`config.mk`:
```
export PLATFORM = sky130hd
export DESIGN_NAME = cci_mpf_rd_credit_arb
export DESIGN_NICKNAME = d
export VERILOG_FILES = /design/src/rtl/cci_mpf_rd_credit_arb.sv
export SDC_FILE = /design/constraint.sdc
export NUM_CORES = 1
export LEC_CHECK = 0
export CORE_MARGIN = 4
export CORE_UTILIZATION = 40
export CTS_BUF_LIST = sky130_fd_sc_hd__clkbuf_4 sky130_fd_sc_hd__clkbuf_8
export CTS_CLUSTER_SIZE = 16
export DETAILED_ROUTE_END_ITERATION = 10
export PLACE_DENSITY = 0.72
export SETUP_SLACK_MARGIN = 0.4
export SYNTH_ARGS = -nofsm -noshare
export SYNTH_HDL_FRONTEND = slang
export SYNTH_SLANG_ARGS = --single-unit
```
`constraint.sdc`:
```
create_clock -name clk -period 4.55 [get_ports clk]
set_input_delay 1.365 -clock clk [delete_from_list [all_inputs] [get_ports clk]]
set_output_delay 1.365 -clock clk [all_outputs]
set_load 0.01 [all_outputs]
```
`src/rtl/cci_mpf_rd_credit_arb.sv`:
```
// Round-robin arbiter sharing the FIU c0 read channel among N_REQ requesters,
// with per-requester and global outstanding-read credits and a drain handshake.
module cci_mpf_rd_credit_arb #(
  parameter  int N_REQ       = 4,
  parameter  int MAX_PER_REQ = 64,
  parameter  int MAX_TOTAL   = 128,
  localparam int IDW         = (N_REQ > 1) ? $clog2(N_REQ) : 1,
  localparam int CNT_W       = $clog2(MAX_PER_REQ + 1),
  localparam int TOT_W       = $clog2(MAX_TOTAL + 1)
) (
  input  logic             clk,
  input  logic             reset,
  input  logic [N_REQ-1:0] req_valid,
  output logic [N_REQ-1:0] req_ready,
  input  logic             c0_almost_full,
  output logic             out_valid,
  output logic [IDW-1:0]   out_id,
  input  logic             rsp_valid,
  input  logic [IDW-1:0]   rsp_id,
  input  logic             drain_req,
  output logic             drain_ack,
  output logic [N_REQ-1:0] not_empty,
  output logic [TOT_W-1:0] total_active,
  output logic             err_underflow
);

  typedef enum logic [1:0] {
    ST_RUN,
    ST_DRAIN,
    ST_DONE
  } state_t;

  state_t state_reg, state_next;

  logic [TOT_W-1:0] total_reg;
  logic [IDW-1:0]   rr_ptr_reg;
  logic             out_valid_reg;
  logic [IDW-1:0]   out_id_reg;
  logic             err_reg;

  logic [N_REQ-1:0] eligible;
  logic [N_REQ-1:0] grant;
  logic [N_REQ-1:0] rsp_dec;
  logic             arb_open;
  logic             grant_any;
  logic [IDW-1:0]   grant_idx;
  logic [IDW-1:0]   cand_idx;
  logic             total_dec;
  logic             underflow_evt;

  // Global gates: a drain request blocks grants in the very cycle it appears.
  assign arb_open = !reset && (state_reg == ST_RUN) && !drain_req &&
                    !c0_almost_full && (total_reg < TOT_W'(MAX_TOTAL));

  for (genvar gi = 0; gi < N_REQ; gi++) begin : g_req
    logic [CNT_W-1:0] cnt_reg;
    logic             rsp_hit;

    assign rsp_hit      = rsp_valid && (rsp_id == IDW'(gi));
    assign rsp_dec[gi]  = rsp_hit && (cnt_reg != '0);
    assign eligible[gi] = arb_open && req_valid[gi] &&
                          (cnt_reg < CNT_W'(MAX_PER_REQ));
    assign grant[gi]    = grant_any && (grant_idx == IDW'(gi));
    assign not_empty[gi] = (cnt_reg != '0);

    always_ff @(posedge clk) begin
      if (reset) begin
        cnt_reg <= '0;
      end else if (grant[gi] && !rsp_dec[gi]) begin
        cnt_reg <= cnt_reg + CNT_W'(1);
      end else if (!grant[gi] && rsp_dec[gi]) begin
        cnt_reg <= cnt_reg - CNT_W'(1);
      end
    end
  end

  // rr_ptr_reg holds the highest-priority index for the next search.
  always_comb begin
    grant_any = 1'b0;
    grant_idx = '0;
    cand_idx  = '0;
    for (int k = 0; k < N_REQ; k++) begin
      cand_idx = IDW'((int'(rr_ptr_reg) + k) % N_REQ);
      if (!grant_any && eligible[cand_idx]) begin
        grant_any = 1'b1;
        grant_idx = cand_idx;
      end
    end
  end

  assign req_ready = grant;

  // A response to an idle requester (or an out-of-range id) returns no credit.
  assign total_dec     = |rsp_dec;
  assign underflow_evt = rsp_valid && !total_dec;

  always_ff @(posedge clk) begin
    if (reset) begin
      total_reg     <= '0;
      rr_ptr_reg    <= '0;
      out_valid_reg <= 1'b0;
      out_id_reg    <= '0;
      err_reg       <= 1'b0;
      state_reg     <= ST_RUN;
    end else begin
      if (grant_any && !total_dec) begin
        total_reg <= total_reg + TOT_W'(1);
      end else if (!grant_any && total_dec) begin
        total_reg <= total_reg - TOT_W'(1);
      end
      out_valid_reg <= grant_any;
      if (grant_any) begin
        out_id_reg <= grant_idx;
        rr_ptr_reg <= (grant_idx == IDW'(N_REQ - 1)) ? '0 : grant_idx + IDW'(1);
      end
      if (underflow_evt) begin
        err_reg <= 1'b1;
      end
      state_reg <= state_next;
    end
  end

  // The registered issue strobe is checked so a read granted on the last
  // cycle before drain is still seen as in flight.
  always_comb begin
    state_next = state_reg;
    drain_ack  = 1'b0;
    unique case (state_reg)
      ST_RUN: begin
        if (drain_req) state_next = ST_DRAIN;
      end
      ST_DRAIN: begin
        if (!drain_req) begin
          state_next = ST_RUN;
        end else if ((total_reg == '0) && !out_valid_reg) begin
          state_next = ST_DONE;
        end
      end
      ST_DONE: begin
        drain_ack = 1'b1;
        if (!drain_req) state_next = ST_RUN;
      end
      default: state_next = ST_RUN;
    endcase
  end

  assign out_valid     = out_valid_reg;
  assign out_id        = out_id_reg;
  assign total_active  = total_reg;
  assign err_underflow = err_reg;

endmodule

```
==> impl_results.md <==
- Total CTS buffers: 5
- Hold_ws: 0.500 ns
- Commonest non-fill, non-tap cells in the layout: 84 x buf_4, 48 x nor2_1, 44 x dfxtp_1
- Vias in the first global route: 3292
- Setup TNS: 0 ns
- Worst hold path type: reg -> reg
- Yosys warns: 0
- RSZ-0062 raised after global routing: yes
- Rel. slew slack: 0.605
- Vias per cell: 5.38
- Die area: 9690 µm²
- Post-synth EDFFs: 0
- Pin count of the biggest net entering global routing: 55
- Reg2Reg Setup Slack: 1.07 ns
- Crit start category: input pin
- Critical Path Start: c0_almost_full
- Post-route minimum period: 4.28 ns
- Cell Pwr Density: 423 nW/µm²
- Avg Cell Area, Syn: 8.52 µm²
- Levels on crit path: 9
- WL final: 8880 µm
- R2R depth: 16
- Ys flop type: dfxtp_1
- Core Footprint: 7850 µm²
- Final worst setup slack: 0.269 ns
- Area grow syn2layout: 42.4%
- Antenna viol nets, final: 0
- Commonest non-fill, non-tap cell in the layout: buf_4
- Die Y: 98.4 µm
- GRT Total Usage: 0.182
- Critical path peak fanout: 4
- Top cells by area, synth: dfxtp_1 27%, ha_1 14%, nor2_1 5.6%
- Crit path kind: in -> out
- FFs w/ async S/R, synth: 0
- Slowest cell on crit path: a2111o_1
- Sequential fraction of the synthesis area: 0.269
- H-tree levels: 2
- Post-synth net total: 436
- CTS Buffer Depth: 2
- Cell taking the most area after synthesis: dfxtp_1
- Largest register FFs: 28
- Maximum VDD drop: 385 µV
- Hold Buf Count CTS: 0
- Fmax: 0.234 GHz
- DRC: 0
- Clock Skew: 0.00814 ns
- Status: completed
- End of the critical path: req_ready[1]
- Syn Inst Count: 384
- Final setup viols: 0
- Dpl ws: -0.469 ns
- Sequential cell area: 881 µm²
- Clk slew on worst S/H paths: 0.08 ns
- Total power: 0.00197 W
- Worst Setup End Kind: output pin
- Multi-input gate area in the final layout: 2500 µm²
- Slowest cell delay on critical path: 0.48 ns
- Filler cell count: 701
- Leakage power: 2.05 nW
- GP Congestion: 0.875
- Clk sinks: 44
- Fin. max-slew vios: 0
- Yosys top cell area share: 0.269
- Diode count: 0
- Pre-Repair DR Iteration Count: 4
- CP required: 3.18 ns
- FF+latch count, synth: 44
- # rows: 32
- Antenna violations before repair: 0
- CP Data Arrival Time: 2.92 ns
- Ratio of cells with drive above 1 in the final layout: 0.329
- Fin crit share: 0.941
- Most used cell, CP: buf_6
- CP cell instances: buf_6 -> nor4_4 -> nand2_2 -> a2111o_1 -> inv_2 -> buf_6 -> ha_4 -> and2_4 -> buf_6
- Die W: 98.4 µm
- Total congestion overflow: 0
- Final Hold Fails: 0
- Netlist cell types: 52
- Final nets: 550
- PortBufs: 31
- I/O pins: 32
- CTS tree: yes
- Actual slew at the worst max-slew pin: 0.592 ns
- First-pass GRT wire length: 14700 µm
- Starting density of the core: 0.417
- Worst R2R Start: g_req[2].cnt_reg[6]$_SDFFE_PP0P_
- Vias post-DR: 3235
- Post-DP HPWL: 6340 µm
- WP buf/inv: 4
- RR Endpoint: g_req[0].cnt_reg[6]$_SDFFE_PP0P_
- First-iteration detailed-routing DRC count: 98
- Synth Cell Area: 3270 µm²
- WL/cell: 14.8 µm
- Clock root buffer: clkbuf_8
- Largest delay share family, worst path: simple AND/OR/NAND/NOR gates
- Max-cap violations: 0
- Clk_lat worst skew: 0.31 ns
-- per-layer routing --
metal / GRT usage / up-vias / routed length [µm]
met1: 0.217 / 1541 / 3890
met2: 0.321 / 54 / 4480
li1: - / 1622 / -
met4: 0.0725 / 0 / 221
met5: 0 / - / 0
met3: 0.0361 / 18 / 283
-- synthesized netlist by cell type, types with 10 or more instances --
cell	n
nand2_1	26
ha_1	36
dfxtp_1	44
nor3_1	10
a31oi_1	11
nor2_1	49
nor4_1	11
a21oi_1	22
mux2i_1	13
nor2b_1	11
inv_1	18
xnor2_1	12
-- through the flow --
step | cells | area, µm² | util
finish | 601 | 4660 | 0.593
global route | 601 | 4660 | 0.593
CTS | 596 | 4550 | 0.580
detailed placement | 577 | 4270 | 0.544
global placement | 577 | 4270 | 0.544
floorplan | 384 | 3360 | -
-- cell families after synthesis --
family | share of synthesized area
compound gates | 0.175
xor+xnor | 0.0455
fa+ha+maj | 0.168
buf+inv | 0.0371
flops | 0.269
mux | 0.0570
simple gates | 0.248
-- cell type report --
| class | count | share of cell area |
|---|---|---|
| clock buffer | 6 | 0.0164 |
| clock inverter | 2 | 0.00752 |
| inverter | 19 | 0.0169 |
| tap | 102 | 0.0274 |
| sequential | 44 | 0.189 |
| multi-input combinational | 310 | 0.537 |
| timing repair buffer | 118 | 0.206 |
-- how the worst min path moves through the flow --
stage | start | endpoint | slack, ns | cells after the start
finish | err_underflow$_SDFFE_PP0P_ | err_underflow$_SDFFE_PP0P_ | 0.50 | 2
global route | err_underflow$_SDFFE_PP0P_ | err_underflow$_SDFFE_PP0P_ | 0.53 | 2
CTS | out_id[0]$_SDFFE_PP0P_ | out_id[0]$_SDFFE_PP0P_ | 0.50 | 2
detailed placement | out_id[0]$_SDFFE_PP0P_ | out_id[0]$_SDFFE_PP0P_ | 0.48 | 2
global placement | err_underflow$_SDFFE_PP0P_ | err_underflow$_SDFFE_PP0P_ | 0.46 | 2
floorplan | g_req[3].cnt_reg[3]$_SDFFE_PP0P_ | g_req[3].cnt_reg[3]$_SDFFE_PP0P_ | 0.46 | 2
-- tightest hold or removal path: stages, from the launching register on --
cell	delay, ns
dfxtp_1	0.34
a21oi_1	0.04
nor2_1	0.08
-- where the power goes --
| part | leakage [nW] | internal, W | switching (W) |
|---|---|---|---|
| Clock | 0.0586 | 0.000169 | 0.000151 |
| Sequential | 0.357 | 0.000453 | 0.0000862 |
| Combinational | 1.63 | 0.000609 | 0.000499 |
-- timing repair --
| action | CTS | global route |
|---|---|---|
| resized for setup | 69 | 21 |
| pin swaps | 13 | 13 |
| setup endpoints to repair | 24 | 19 |
| buffers inserted | 11 | 5 |
No activity file was read; power rests on OpenSTA's default activity.
